<file path="config.mk">
export PLATFORM = sky130hd
export DESIGN_NAME = uart_tx_arbiter
export DESIGN_NICKNAME = d
export VERILOG_FILES = /design/src/rtl/uart_pkg.sv /design/src/rtl/uart_rr_pick.sv /design/src/rtl/uart_tx_arbiter.sv
export SDC_FILE = /design/constraint.sdc
export NUM_CORES = 1
export LEC_CHECK = 0
export ABC_AREA = 1
export ABC_CLOCK_PERIOD_IN_PS = 1300
export CORE_MARGIN = 2
export CORE_UTILIZATION = 34
export CTS_CLUSTER_DIAMETER = 80
export DETAILED_ROUTE_END_ITERATION = 16
export PLACE_DENSITY = 0.6
export SLEW_MARGIN = 15
export SYNTH_ARGS = -nofsm -noshare
export SYNTH_HDL_FRONTEND = slang
export SYNTH_SLANG_ARGS = --single-unit
</file>
<file path="constraint.sdc">
create_clock -name clk -period 1.3 [get_ports clk]
set_input_delay 0.26 -clock clk [delete_from_list [all_inputs] [get_ports clk]]
set_output_delay 0.26 -clock clk [all_outputs]
set_load 0.01 [all_outputs]
</file>
<file path="src/rtl/uart_pkg.sv">
// rtl/uart_pkg.sv - shared constants and state encoding for the UART TX arbiter
package uart_pkg;

    localparam int FIFO_EMPTY = 0;
    localparam int FIFO_AFULL = 1;
    localparam int FIFO_FULL  = 2;

    typedef enum logic [1:0] {
        IDLE = 2'd0,
        ARB  = 2'd1,
        XFER = 2'd2
    } arb_state_e;

endpackage

</file>
<file path="src/rtl/uart_rr_pick.sv">
// rtl/uart_rr_pick.sv - combinational round-robin picker, first request after ptr wins
module uart_rr_pick #(
    parameter int NUM_REQ = 2,
    parameter int PTR_W   = 1
) (
    input  logic [NUM_REQ-1:0] req,
    input  logic [PTR_W-1:0]   ptr,
    output logic [NUM_REQ-1:0] grant,
    output logic               valid,
    output logic [PTR_W-1:0]   grant_idx
);

    always_comb begin
        int best;
        int rank;
        grant     = '0;
        valid     = 1'b0;
        grant_idx = '0;
        best      = NUM_REQ;
        rank      = 0;
        for (int i = 0; i < NUM_REQ; i++) begin
            // distance from ptr+1, wrapping at NUM_REQ (not at 2**PTR_W)
            rank = (i > int'(ptr)) ? (i - int'(ptr) - 1) : (i + NUM_REQ - int'(ptr) - 1);
            if (req[i] && (rank < best)) begin
                best      = rank;
                grant     = '0;
                grant[i]  = 1'b1;
                valid     = 1'b1;
                grant_idx = PTR_W'(i);
            end
        end
    end

endmodule

</file>
<file path="src/rtl/uart_tx_arbiter.sv">
// rtl/uart_tx_arbiter.sv - round-robin, burst-limited sharing of the UART TX FIFO write port
module uart_tx_arbiter
    import uart_pkg::*;
#(
    parameter int NUM_REQ   = 2,
    parameter int MAX_BURST = 8
) (
    input  logic                 clk,
    input  logic                 reset_n,
    input  logic [NUM_REQ-1:0]   req,
    input  logic [8*NUM_REQ-1:0] req_data,
    output logic [NUM_REQ-1:0]   ack,
    output logic [NUM_REQ-1:0]   grant,
    output logic [7:0]           fwdata,
    output logic                 fwrite,
    input  logic [3:0]           fwstatus,
    output logic                 busy
);

    localparam int         PTR_W       = $clog2(NUM_REQ);
    localparam logic [7:0] BURST_LIMIT = 8'(MAX_BURST);

    arb_state_e         state_q, state_d;
    logic [NUM_REQ-1:0] grant_q, grant_d;
    logic [NUM_REQ-1:0] ack_q, ack_d;
    logic               fwrite_q, fwrite_d;
    logic [7:0]         fwdata_q, fwdata_d;
    logic               busy_q, busy_d;
    logic [PTR_W-1:0]   ptr_q, ptr_d;
    logic [PTR_W-1:0]   owner_q, owner_d;
    logic [7:0]         burst_q, burst_d;

    logic [NUM_REQ-1:0] pick_grant;
    logic               pick_valid;
    logic [PTR_W-1:0]   pick_idx;
    logic               owner_req;
    logic [7:0]         owner_byte;
    logic               stall;
    logic               rel;
    logic               unused_status;

    assign unused_status = ^{fwstatus[FIFO_EMPTY], fwstatus[3]};

    uart_rr_pick #(
        .NUM_REQ (NUM_REQ),
        .PTR_W   (PTR_W)
    ) u_pick (
        .req       (req),
        .ptr       (ptr_q),
        .grant     (pick_grant),
        .valid     (pick_valid),
        .grant_idx (pick_idx)
    );

    always_comb begin
        owner_req  = |(req & grant_q);
        owner_byte = 8'h00;
        for (int i = 0; i < NUM_REQ; i++) begin
            if (grant_q[i]) begin
                owner_byte = req_data[i*8 +: 8];
            end
        end
    end

    // Status lags one cycle: right after a write, almost-full is treated as full.
    assign stall = fwstatus[FIFO_FULL] || (fwrite_q && fwstatus[FIFO_AFULL]);

    always_comb begin
        state_d  = state_q;
        grant_d  = grant_q;
        ack_d    = '0;
        fwrite_d = 1'b0;
        fwdata_d = fwdata_q;
        ptr_d    = ptr_q;
        owner_d  = owner_q;
        burst_d  = burst_q;
        rel      = 1'b0;
        case (state_q)
            IDLE: begin
                if (|req) begin
                    state_d = ARB;
                end
            end
            ARB: begin
                if (pick_valid) begin
                    state_d = XFER;
                    grant_d = pick_grant;
                    owner_d = pick_idx;
                    burst_d = '0;
                end else begin
                    state_d = IDLE;
                end
            end
            XFER: begin
                // The ack cycle is not a sampling cycle: the requester is still updating req/data.
                if (fwrite_q) begin
                    if (burst_q == BURST_LIMIT) begin
                        rel = 1'b1;
                    end
                end else if (!owner_req) begin
                    rel = 1'b1;
                end else if (!stall) begin
                    fwrite_d = 1'b1;
                    fwdata_d = owner_byte;
                    ack_d    = grant_q;
                    burst_d  = burst_q + 8'd1;
                end
                if (rel) begin
                    state_d = ARB;
                    grant_d = '0;
                    ptr_d   = owner_q;
                end
            end
            default: begin
                state_d = IDLE;
                grant_d = '0;
            end
        endcase
        busy_d = (state_d != IDLE);
    end

    always_ff @(posedge clk or negedge reset_n) begin
        if (!reset_n) begin
            state_q  <= IDLE;
            grant_q  <= '0;
            ack_q    <= '0;
            fwrite_q <= 1'b0;
            fwdata_q <= 8'h00;
            busy_q   <= 1'b0;
            ptr_q    <= PTR_W'(NUM_REQ - 1);
            owner_q  <= '0;
            burst_q  <= 8'h00;
        end else begin
            state_q  <= state_d;
            grant_q  <= grant_d;
            ack_q    <= ack_d;
            fwrite_q <= fwrite_d;
            fwdata_q <= fwdata_d;
            busy_q   <= busy_d;
            ptr_q    <= ptr_d;
            owner_q  <= owner_d;
            burst_q  <= burst_d;
        end
    end

    assign grant  = grant_q;
    assign ack    = ack_q;
    assign fwrite = fwrite_q;
    assign fwdata = fwdata_q;
    assign busy   = busy_q;

endmodule

</file>
==> flow_metrics.env <==
export IMPL_relSlewSlack_pct=79.2
export IMPL_synth_fp_nets=174
export IMPL_initial_core_util_pct=34.9
export IMPL_cts_buffer_depth=2
export IMPL_diodes=0
export IMPL_status="complete, no violations"
export IMPL_synth_common_cells="40 x nand2_1, 25 x dfrtp_1, 14 x inv_1"
export IMPL_synth_top_family_by_area="simple AND/OR/NAND/NOR gates"
export IMPL_drt_vias_per_instance=4.57
export IMPL_switching_power_mw=1.10
export IMPL_cp_data_arrival_time_ns=1.43
export IMPL_drt_iter0_drc=46
export IMPL_cts_buffers=3
export IMPL_synthTopCellsByArea="dfrtp_1 49%, nand2_1 12%, nand3_1 4.7%"
export IMPL_io_pins=38
export IMPL_detail_route_wl_per_cell_um=11.6
export IMPL_grt_pass1_vias=1061
export IMPL_yosys_area_share_xor_xnor_pct=0.690
export IMPL_worstSetupStartpointType="register"
export IMPL_cp_cell_sequence="inv_2 > ha_4 > nand2_2 > nor2_2 > nand3_2 > nand3_2 > nand2_2 > nand2_1 > nand2_1"
export IMPL_cap_violations=0
export IMPL_dp_hpwl_um=2040
export IMPL_yosysSeqAreaShare_pct=51.4
export IMPL_cts_clk_slew_worst_paths_ns=0.09
export IMPL_fp_dieH_um=65.1
export IMPL_cts_tree="yes"
export IMPL_firstDrtPassIters=6
export IMPL_avgSynthCellArea_sq_um=8.57
export IMPL_holdBufCountCts=0
export IMPL_synthSimpleGateAreaFrac_pct=24.3
export IMPL_worst_pin_slew_ns=0.311
export IMPL_yosys_area_share_adder_pct=1.97
export IMPL_switching_share_pct=35.9
export IMPL_synth_cells=148
export IMPL_max_freq_mhz=790
export IMPL_power_leakage_nw=0.934
export IMPL_core_region_area_sq_um=3630
export IMPL_power_density_nw_per_um2=1570
export IMPL_fp_dieW_um=65.1
export IMPL_yosys_cell_types_count=26
export IMPL_antenna_found_initial=0
export IMPL_post_place_ws_ns=-0.270
export IMPL_power_frac_comb_pct=45.3
export IMPL_area_growth_pct=52.9
export IMPL_fin_crit_ns=1.27
export IMPL_setup_tns_ns=0
export IMPL_end_kind="register"
export IMPL_drc=0
export IMPL_synth_seq_cells=26
export IMPL_vias=1147
export IMPL_final_setup_worst_slack_ns=0.0348
export IMPL_gr_total_overflow=0
export IMPL_finalSetupViolCount=0
export IMPL_required_ns=1.46
export IMPL_synth_ff_type="dfrtp_1"
export IMPL_postRouteAntennaNets=0
export IMPL_htree_levels=1
export IMPL_whs_ns=0.346
export IMPL_stdcell_area_sq_um=1940
export IMPL_syn_cell_area_sq_um=1270
export IMPL_dieArea_sq_um=4240
export IMPL_gp_congestion=0.846
export IMPL_yosys_warnings=0
export IMPL_intPower_mw=1.96
export IMPL_hold_class="in -> async"
export IMPL_ir_drop_mv=0.774
export IMPL_drive_gt1_share_pct=23.2
export IMPL_slowest_delay_ns=0.45
export IMPL_placed_area_sq_um=1770
export IMPL_fin_crit_sh_pct=97.3
export IMPL_netlist_area_leader_share_pct=49.3
export IMPL_power_mw=3.05
export IMPL_synth_compound_area_share_pct=14.3
export IMPL_synth_mux_area_share_pct=0.789
export IMPL_rows=22
export IMPL_crit_slowest_cell="dfrtp_1"
export IMPL_cts_sinks=26
export IMPL_detail_route_wirelength_um=2900
export IMPL_rsz0062_at_grt="yes"
export IMPL_crit_type="reg -> reg"
export IMPL_grt_first_pass_wirelength_um=4660
export IMPL_synth_most_common_cell="nand2_1"
export IMPL_grt_max_degree=27
export IMPL_yosysTopAreaCell="dfrtp_1"
export IMPL_port_buffer_count=34
export IMPL_ys_async_sr_fraction_pct=100
export IMPL_clock_skew_ns=0.00485
export IMPL_synth_edf_count=0
export IMPL_p_seq_share_pct=37.7
export IMPL_gr_usage_all_layers_pct=13.8
export IMPL_hold_viol_final=0
export IMPL_slew_violations=0
export IMPL_clk_latency_ns=0.27
export IMPL_cts_root_buf="clkbuf_8"
export IMPL_clkPwrFrac_pct=16.9
export IMPL_nets=230
export IMPL_crit_fanout=3
[placed cells by master, fill, tap and decap left out, types with 5 or more instances in the layout]
master / n
nand3_1: 10
buf_4: 17
inv_1: 12
a22oi_1: 8
clkdlybuf4s50_1: 19
dfrtp_1: 24
dlygate4sd2_1: 13
nand2_1: 35
o21ai_1: 12
nand2_2: 5
nor2_1: 7
[worst max-delay path, delay by kind of cell (launching register included)]
family	cells	cell delay, ns
AND/OR/NAND/NOR	7	0.50
buffers and inverters	1	0.10
adder cells (fa/ha/maj)	1	0.12
flip-flops	1	0.45
[logic make-up after synthesis]
logic type / after synthesis
DFF: 26
AOI/OAI and AO/OA: 30
buffers and inverters: 20
and+or+nand+nor: 68
xor gates and xnor gates: 1
adders and majority gates: 2
muxes: 1
[power groups by stage]
stage / sequential (mW) / combinational (mW) / clock (mW)
finish: 1.15 / 1.38 / 0.517
global route: 1.18 / 1.52 / 0.569
CTS: 1.16 / 1.22 / 0.532
detailed placement: 1.19 / 1.25 / 0
global placement: 1.19 / 1.24 / 0
floorplan: 1.24 / 0.582 / 0
[final cells by class]
cell class	count	area [sq um]
sequential	26	653
fill	336	1690
timing repair buffer	54	500
inverter	17	66.3
multi-input combinational	102	604
clock buffer	4	55.1
tap	48	60.1
[routing by layer]
layer / vias up / global-route usage, % / part of all wire [%]
li1: 599 / - / -
met1: 509 / 17.5 / 48
met2: 35 / 23.5 / 44
met3: 4 / 2.78 / 6.2
met4: 0 / 4.69 / 1.3
met5: - / 0 / 0
[state kept, by name (all words and copies together) (netlist names)]
name	flops
owner_q	1
ack	2
fwrite	1
fwdata	8
busy	1
state_q	2
grant	2
burst_q	8
ptr_q	1
[path summary, 6_finish.rpt]
| check | slack [ns] | endpoint | startpoint | cells after the start |
|---|---|---|---|---|
| setup reg to reg | 0.03 | grant[0] | burst_q[1] | 9 |
| hold reg to reg | 0.48 | owner_q | owner_q | 2 |
| hold / removal | 0.35 | fwdata[2] | reset_n | 2 |
| min in group clk | 0.48 | owner_q | owner_q | 2 |
| setup / recovery | 0.03 | grant[0] | burst_q[1] | 9 |
| max in group asynchronous | 0.73 | ptr_q | reset_n | 2 |
[metrics by stage]
step / utilization, % / cells
final: 53.4 / 251
after global routing: 53.4 / 251
after CTS: 50.1 / 247
after detailed placement: 48.6 / 241
after global placement: 48.6 / 241
after floorplan: - / 148
[timing repair]
item	in CTS	in global routing
setup buffers	2	4
pin swaps	0	5
setup endpoints to repair	14	19
resized for setup	15	24
No activity file was read; power rests on OpenSTA's default activity.
